### config.mk
export PLATFORM = sky130hd
export DESIGN_NAME = alu_top
export DESIGN_NICKNAME = d
export VERILOG_FILES = /design/src/rtl/alu_top.sv
export SDC_FILE = /design/constraint.sdc
export NUM_CORES = 1
export LEC_CHECK = 0
export CORE_ASPECT_RATIO = 1.4
export CORE_UTILIZATION = 49
export CTS_CLUSTER_DIAMETER = 50
export DETAILED_ROUTE_END_ITERATION = 10
export PLACE_DENSITY = 0.79
export SYNTH_ARGS = -nofsm -noshare
export SYNTH_HDL_FRONTEND = slang
export SYNTH_SLANG_ARGS = --single-unit
### constraint.sdc
create_clock -name CLK -period 5 [get_ports CLK]
set_input_delay 1 -clock CLK [delete_from_list [all_inputs] [get_ports CLK]]
set_output_delay 1 -clock CLK [all_outputs]
set_load 0.05 [all_outputs]
### src/rtl/alu_top.sv
// Registered four-unit ALU: arith, logic, compare, shift; one-hot unit flags.
// Define ALU_DIVIDE_EN to build the combinational divider for ALU_FUN=0011.
module alu_top #(
  parameter int in_width  = 8,
  parameter int out_width = 16
) (
  input  logic                 CLK,
  input  logic                 RST,
  input  logic [in_width-1:0]  A,
  input  logic [in_width-1:0]  B,
  input  logic [3:0]           ALU_FUN,
  output logic [out_width-1:0] Arith_OUT,
  output logic                 Carry_OUT,
  output logic                 Arith_Flag,
  output logic [out_width-1:0] Logic_OUT,
  output logic                 Logic_Flag,
  output logic [out_width-1:0] CMP_OUT,
  output logic                 CMP_Flag,
  output logic [out_width-1:0] SHIFT_OUT,
  output logic                 SHIFT_Flag
);

  localparam int PAD = out_width - in_width;

  logic [out_width-1:0] w_a;
  logic [out_width-1:0] w_b;
  logic [out_width-1:0] w_sum;
  logic [out_width-1:0] w_arith;
  logic                 w_carry;
  logic [out_width-1:0] w_logic;
  logic [out_width-1:0] w_cmp;
  logic [out_width-1:0] w_shift;

  logic [out_width-1:0] r_arith;
  logic                 r_carry;
  logic                 r_arith_flag;
  logic [out_width-1:0] r_logic;
  logic                 r_logic_flag;
  logic [out_width-1:0] r_cmp;
  logic                 r_cmp_flag;
  logic [out_width-1:0] r_shift;
  logic                 r_shift_flag;

  assign w_a   = {{PAD{1'b0}}, A};
  assign w_b   = {{PAD{1'b0}}, B};
  assign w_sum = w_a + w_b;

  always_comb begin
    w_arith = '0;
    w_carry = 1'b0;
    unique case (ALU_FUN[1:0])
      2'b00: begin
        w_arith = w_sum;
        w_carry = w_sum[in_width];
      end
      2'b01: begin
        w_arith = w_a - w_b;
        w_carry = (A < B);
      end
      2'b10: w_arith = w_a * w_b;
      2'b11: begin
`ifdef ALU_DIVIDE_EN
        // Divide by zero saturates and raises the error bit
        if (B == '0) begin
          w_arith = '1;
          w_carry = 1'b1;
        end else begin
          w_arith = w_a / w_b;
        end
`else
        w_arith = '0;
`endif
      end
    endcase
  end

  always_comb begin
    w_logic = '0;
    unique case (ALU_FUN[1:0])
      2'b00: w_logic = w_a & w_b;
      2'b01: w_logic = w_a | w_b;
      2'b10: w_logic = ~(w_a & w_b);
      2'b11: w_logic = ~(w_a | w_b);
    endcase
  end

  always_comb begin
    w_cmp = '0;
    unique case (ALU_FUN[1:0])
      2'b00: w_cmp = '0;
      2'b01: w_cmp = (A == B) ? out_width'(1) : '0;
      2'b10: w_cmp = (A > B)  ? out_width'(2) : '0;
      2'b11: w_cmp = (A < B)  ? out_width'(3) : '0;
    endcase
  end

  always_comb begin
    w_shift = '0;
    unique case (ALU_FUN[1:0])
      2'b00: w_shift = w_a >> 1;
      2'b01: w_shift = w_a << 1;
      2'b10: w_shift = w_b >> 1;
      2'b11: w_shift = w_b << 1;
    endcase
  end

  always_ff @(posedge CLK) begin
    if (RST) begin
      r_arith      <= '0;
      r_carry      <= 1'b0;
      r_arith_flag <= 1'b0;
      r_logic      <= '0;
      r_logic_flag <= 1'b0;
      r_cmp        <= '0;
      r_cmp_flag   <= 1'b0;
      r_shift      <= '0;
      r_shift_flag <= 1'b0;
    end else begin
      r_arith      <= '0;
      r_carry      <= 1'b0;
      r_arith_flag <= 1'b0;
      r_logic      <= '0;
      r_logic_flag <= 1'b0;
      r_cmp        <= '0;
      r_cmp_flag   <= 1'b0;
      r_shift      <= '0;
      r_shift_flag <= 1'b0;
      unique case (ALU_FUN[3:2])
        2'b00: begin
          r_arith      <= w_arith;
          r_carry      <= w_carry;
          r_arith_flag <= 1'b1;
        end
        2'b01: begin
          r_logic      <= w_logic;
          r_logic_flag <= 1'b1;
        end
        2'b10: begin
          r_cmp      <= w_cmp;
          r_cmp_flag <= 1'b1;
        end
        2'b11: begin
          r_shift      <= w_shift;
          r_shift_flag <= 1'b1;
        end
      endcase
    end
  end

  assign Arith_OUT  = r_arith;
  assign Carry_OUT  = r_carry;
  assign Arith_Flag = r_arith_flag;
  assign Logic_OUT  = r_logic;
  assign Logic_Flag = r_logic_flag;
  assign CMP_OUT    = r_cmp;
  assign CMP_Flag   = r_cmp_flag;
  assign SHIFT_OUT  = r_shift;
  assign SHIFT_Flag = r_shift_flag;

endmodule

* Word level (Yosys, flattened, before mapping) *
Index checks and enable logic that the tools add are counted.

cells by class
  reductions and logical operators = 6
  bitwise gates (word level) = 8
  add/subtract/negate cells = 2
  eq/ne operators = 7
  multipliers = 1
  muxes and demuxes = 12
  $lt $le $gt $ge = 2

operators by type and width
  cell                                                              count
  16-bit one-hot mux with 4 select lines                            4
  8-bit inverter with 16-bit output                                 2
  8-bit by 8-bit multiplier with 16-bit output                      1
  8-bit by 8-bit adder with 9-bit output                            1
  8-bit by 8-bit subtractor with 9-bit output                       1
  8-bit AND                                                         1
  2-bit == test (second input constant)                             4
  8-bit == test                                                     1
  8-bit > comparator                                                1
  8-bit less-than comparator                                        1
  8-bit OR                                                          1
  2-bit OR reduction                                                4
  1-bit 2-to-1 mux                                                  5
  2-bit by 1-bit == test with 1-bit output (second input constant)  2
  2-bit zero test                                                   2
  2-bit 2-to-1 mux                                                  2
  1-bit inverter                                                    4
  1-bit one-hot mux with 2 select lines                             1

storage, ports and cells
  word-level logic and storage cells = 47
  register bits after elaboration = 69
  input bits = 22
  output and inout port bits = 69

* Logic depth before layout (Yosys ltp) *
Gate-level depths: netlist of the first run.

  depth after elaboration = 3
  depth in mapped cells = 16
  depth with buffers taken out = 16

* Worst setup path before layout of the first run *
Ideal clock, no wire load.

  path kind = input -> register
  start = input A[2]
  end = register r_arith[14], in the netlist Arith_OUT[14]
  path buffers = 0
  data arrival time = 4.724 ns
  path slack = 0.203 ns
  library setup time = 0.073 ns
  cell stages on the path = 14
  data required time = 4.927 ns
  cells stage by stage = inv_1 > nor2_1 > fa_1 > fa_1 > fa_1 > inv_1 > fa_1 > inv_1 > ha_1 > a21oi_2 > o21ai_0 > a221o_1 > a311o_1 > o211ai_2

on the way
  word-level cells in the longest chain between the ends = 2
  elaborated cells between the ends (all ways) = 3
  classes of those cells = add/sub (1); mul (1); mux (1)

RTL lines
  what                                                                                                                RTL line  source
  from (decl)                                                                                                         9         input logic [in_width-1:0] A,
  8-bit by 8-bit multiplier with 16-bit output / 8-bit by 8-bit subtractor with 9-bit output (equally long branches)  60, 57
  16-bit one-hot mux with 4 select lines *                                                                            51        unique case (ALU_FUN[1:0])
  to (signal assigned)                                                                                                130       r_arith <= w_arith;
  to (decl)                                                                                                           34        logic [out_width-1:0] r_arith;

Every way passes the cells marked *; elsewhere a longest branch is shown, timed or not.
A chain may end at the register's enable or synchronous reset.

* Final worst setup path of the first run *
  start = input A[6]
  end = register r_arith[15], in the netlist Arith_OUT[15]

The elaborated chain is that of the path after synthesis.

==> results of run 1 <==
## state kept, by name (all words and copies together) (netlist names)
name / cells
SHIFT_OUT: 9
CMP_Flag: 1
Logic_OUT: 9
SHIFT_Flag: 1
Arith_Flag: 1
Logic_Flag: 1
Carry_OUT: 1
CMP_OUT: 2
Arith_OUT: 16
## logic make-up (layout without fill, tap and decap cells)
logic type	count (synthesis)	in the layout	synth area share, %
muxes	10	10	3.66
other	1	21	0.0785
DFF	41	41	17.2
adders and majority gates	98	98	31.6
and+or+nand+nor	160	160	15.8
xor gates and xnor gates	19	19	3.48
AOI/OAI and AO/OA	96	96	15.3
buffers and inverters	124	229	12.9
## stage by stage
stage / hold WS (ns) / area (um^2) / setup WS, ns / setup TNS, ns
floorplan: 1.10 / 4850 / 0.203 / 0
global placement: 1.65 / 5910 / -0.354 / -2.48
detailed placement: 1.67 / 5910 / -0.449 / -2.81
CTS: 1.36 / 6130 / -0.0228 / -0.0228
global route: 1.34 / 6230 / -0.0135 / -0.0135
finish: 1.32 / 6230 / 0.184 / 0
## worst min path at each step
stage / end / depth (start not counted) / slack (ns) / from
floorplan: CMP_Flag / 1 / 1.10 / RST
global placement: CMP_Flag / 2 / 1.65 / RST
detailed placement: CMP_Flag / 2 / 1.67 / ALU_FUN[2]
CTS: SHIFT_OUT[5] / 3 / 1.36 / B[6]
global route: SHIFT_OUT[8] / 5 / 1.34 / B[7]
finish: SHIFT_OUT[8] / 5 / 1.32 / B[7]
## layout by cell type, fill, tap and decap left out, drive strengths merged, types with 3 or more instances in the layout
| cell | Yosys | layout |
|---|---|---|
| inv | 76 | 77 |
| a221oi | 3 | 3 |
| dfxtp | 41 | 41 |
| mux4 | 6 | 6 |
| clkdlybuf4s50 | 0 | 57 |
| nand2b | 5 | 5 |
| clkbuf | 5 | 5 |
| clkinv | 4 | 4 |
| a31oi | 4 | 4 |
| fa | 38 | 38 |
| dlygate4sd2 | 0 | 4 |
| buf | 39 | 72 |
| ha | 60 | 60 |
| a21o | 5 | 5 |
| dlymetal6s2s | 0 | 8 |
| o31ai | 4 | 4 |
| nand3 | 8 | 8 |
| mux2i | 4 | 4 |
| or3 | 3 | 3 |
| and3 | 5 | 5 |
| o211ai | 5 | 5 |
| a211oi | 4 | 4 |
| a21oi | 27 | 27 |
| a211o | 3 | 3 |
| xor2 | 7 | 7 |
| xnor2 | 12 | 12 |
| nand4 | 3 | 3 |
| o21ai | 18 | 18 |
| nor2 | 81 | 81 |
| and2 | 11 | 11 |
| nand2 | 27 | 27 |
| conb | 1 | 21 |
## where the power goes
part / switching (mW) / total [mW] / internal, mW
combinational: 0.671 / 1.20 / 0.530
clock: 0.137 / 0.422 / 0.285
sequential: 0.00366 / 0.343 / 0.340
total: 0.811 / 1.97 / 1.15
## worst min-delay path, cell delays in order
cell	delay, ns
sky130_fd_sc_hd__dlymetal6s2s_1	0.14
sky130_fd_sc_hd__buf_4	0.13
sky130_fd_sc_hd__buf_4	0.13
sky130_fd_sc_hd__mux2i_1	0.07
sky130_fd_sc_hd__nor2_1	0.10
## final cells by class
type	instances	share of cell area (%)
Clock buffer	5	2.01
Clock inverter	3	1.05
Inverter	80	5.02
Multi-Input combinational cell	404	56.4
Sequential cell	41	13.2
Tap cell	110	2.21
Timing Repair Buffer	141	20.1
## metal layers
layer	part of all wire (%)	GRT usage, %
met5	0	0
met4	5.8	15.8
met3	4.4	3.40
met2	52	48.9
met1	38	29.4
## timing repair
action	4_1_cts	5_1_grt
gates resized for setup	18	35
setup buffers	0	2
pin swaps	9	21
endpoints found under the setup margin	6	10
==> flow_metrics.py, run 1 <==
metrics = {
    "status": {
        "outcome": "completed",
    },
    "sta": {
        "max_slew_margin_pct": 62.3,
        "final_period_minus_worst_setup_slack_ns": 4.82,
        "finalSetupViolations": 0,
        "timing_worst_slew_pin_value_ns": 0.565,
        "layout_worst_path_cycle_share_pct": 96.3,
        "hold_violations": 0,
        "max_clock_freq_mhz": 208,
        "report.final.slew_viol_count": 0,
    },
    "worst_setup_path": {
        "critPathCaptureType": "flop",
        "cp.arrival_ns": 4.97,
        "timing.critical_path.to": "Arith_OUT[15]",
        "critPathBufInv": 6,
        "maximum_net_fanout_on_the_critical_path": 3,
        "number_of_cells_on_the_critical_path": 17,
        "timing.critical_path.from": "A[6]",
        "slowest_stage_delay_on_critical_path_ns": 0.54,
        "crit_path_start_kind": "primary input",
        "critical_path.slowest_cell": "sky130_fd_sc_hd__fa_1",
        "crit_chain": "clkdlybuf4s50_1 -> inv_1 -> buf_4 -> nor2_2 -> fa_1 -> fa_2 -> fa_1 -> inv_1 -> fa_1 -> inv_1 -> ha_2 -> buf_4 -> o21ai_2 -> a21oi_2 -> a31oi_2 -> xnor2_1 -> o21ai_1",
        "timing.critical_path.max_delay_family": "adder cells",
        "setup.worst_path.class": "in -> reg",
        "cp_data_required_time_ns": 5.16,
    },
    "yosys": {
        "netlist_top_cells_count": "sky130_fd_sc_hd__nor2_1 (80), sky130_fd_sc_hd__inv_1 (74), sky130_fd_sc_hd__ha_1 (60), sky130_fd_sc_hd__dfxtp_1 (41), sky130_fd_sc_hd__fa_1 (38)",
        "yosysWarnings": 0,
        "yosys_register_bits": 41,
        "synth_edf_count": 0,
        "yosys_top_cell_by_area": "sky130_fd_sc_hd__dfxtp_1",
        "syn_area_um2": 4780,
        "fraction_of_registers_with_async_set_reset_pct": 0,
        "synth.most_common_cell": "sky130_fd_sc_hd__nor2_1",
        "postSynthAreaPerCell_um2": 8.71,
        "yosysUniqueCellTypes": 76,
        "ys.flop_type": "sky130_fd_sc_hd__dfxtp_1",
        "postSynthCellCount": 549,
        "synth.area.top_cells": "sky130_fd_sc_hd__dfxtp_1 (17%), sky130_fd_sc_hd__fa_1 (16%), sky130_fd_sc_hd__ha_1 (16%), sky130_fd_sc_hd__nor2_1 (6.3%), sky130_fd_sc_hd__inv_1 (5.8%)",
        "synth-seq-area-share_pct": 17.2,
        "synth.top_cell.area_share_pct": 17.2,
    },
    "die": {
        "placeableCoreArea_um2": 9460,
        "design.die.area_um2": 10200,
        "fp-row-count": 42,
        "start_util_pct": 50.5,
        "floorplan.die.width_um": 85.5,
        "top_level_ports": 91,
        "die_y_um": 119,
    },
    "cts": {
        "ctsHoldBuffers": 0,
        "h-tree-depth": 2,
        "number_of_buffers_inserted_during_clock_tree_synthesis": 5,
        "worst_setup_hold_path_clk_slew_ns": 0.06,
        "cts_tree": "done",
        "clock_sinks": 41,
        "ctsRootBufferMaster": "sky130_fd_sc_hd__clkbuf_16",
        "ctsLongestPathBuffers": 2,
    },
    "grt": {
        "globalRouteOverflowTotal": 0,
        "grt_overall_usage_pct": 26.9,
        "first_global_vias": 4321,
        "wire_length_of_the_first_global_routing_pass_um": 21200,
        "antenna_found_initial": 0,
        "largest_net_degree_at_the_start_of_global_routing": 38,
    },
    "cells_and_area": {
        "finish.utilization_pct": 65.8,
        "fillCellCount": 768,
        "syn_to_final_growth_pct": 30.3,
        "n_antenna_cell": 0,
        "final_cell_count_no_fill": 784,
        "register_area_um2": 821,
        "footprint_of_the_multi_input_gates_um2": 3510,
        "layout_cell_share_with_drive_strength_beyond_1_pct": 20.9,
        "nNetsFinal": 793,
    },
    "drt": {
        "vias_per_cell": 5.40,
        "drc": 0,
        "ant_nets": 0,
        "num_vias": 4237,
        "drt-total-wl_um": 12900,
        "first_pass_iters": 5,
        "routedWlPerCell_um": 16.4,
        "first_iter_violations": 225,
    },
    "placed_design": {
        "placed_cells_incl_taps": 774,
        "place_hpwl_um": 10500,
        "placer_s_final_routability_congestion_estimate": 1.01,
        "placement.io_buffers": 69,
    },
    "power": {
        "power_per_cell_area_nw_per_um2": 316,
        "power_mw": 1.97,
        "vdd_drop_max_mv": 0.285,
        "power_leakage_nw": 2.99,
    },
    "job": {
        "max-cap-violations": 0,
    },
    "hold_path": {
        "min_path_type": "in -> reg",
    },
}
Power figures use the tool's default switching activity.
==> run 2: changes to the inputs <==
Settings changed: HOLD_SLACK_MARGIN from default to 0.05.
==> results of run 2 <==
No change in the layout: final DEF, timing and power equal those of run 1.
==> run 3: changes to the inputs <==
Settings changed: CTS_CLUSTER_DIAMETER 50 to default.
==> results of run 3 <==
No change in the layout: final DEF, timing and power equal those of run 1.
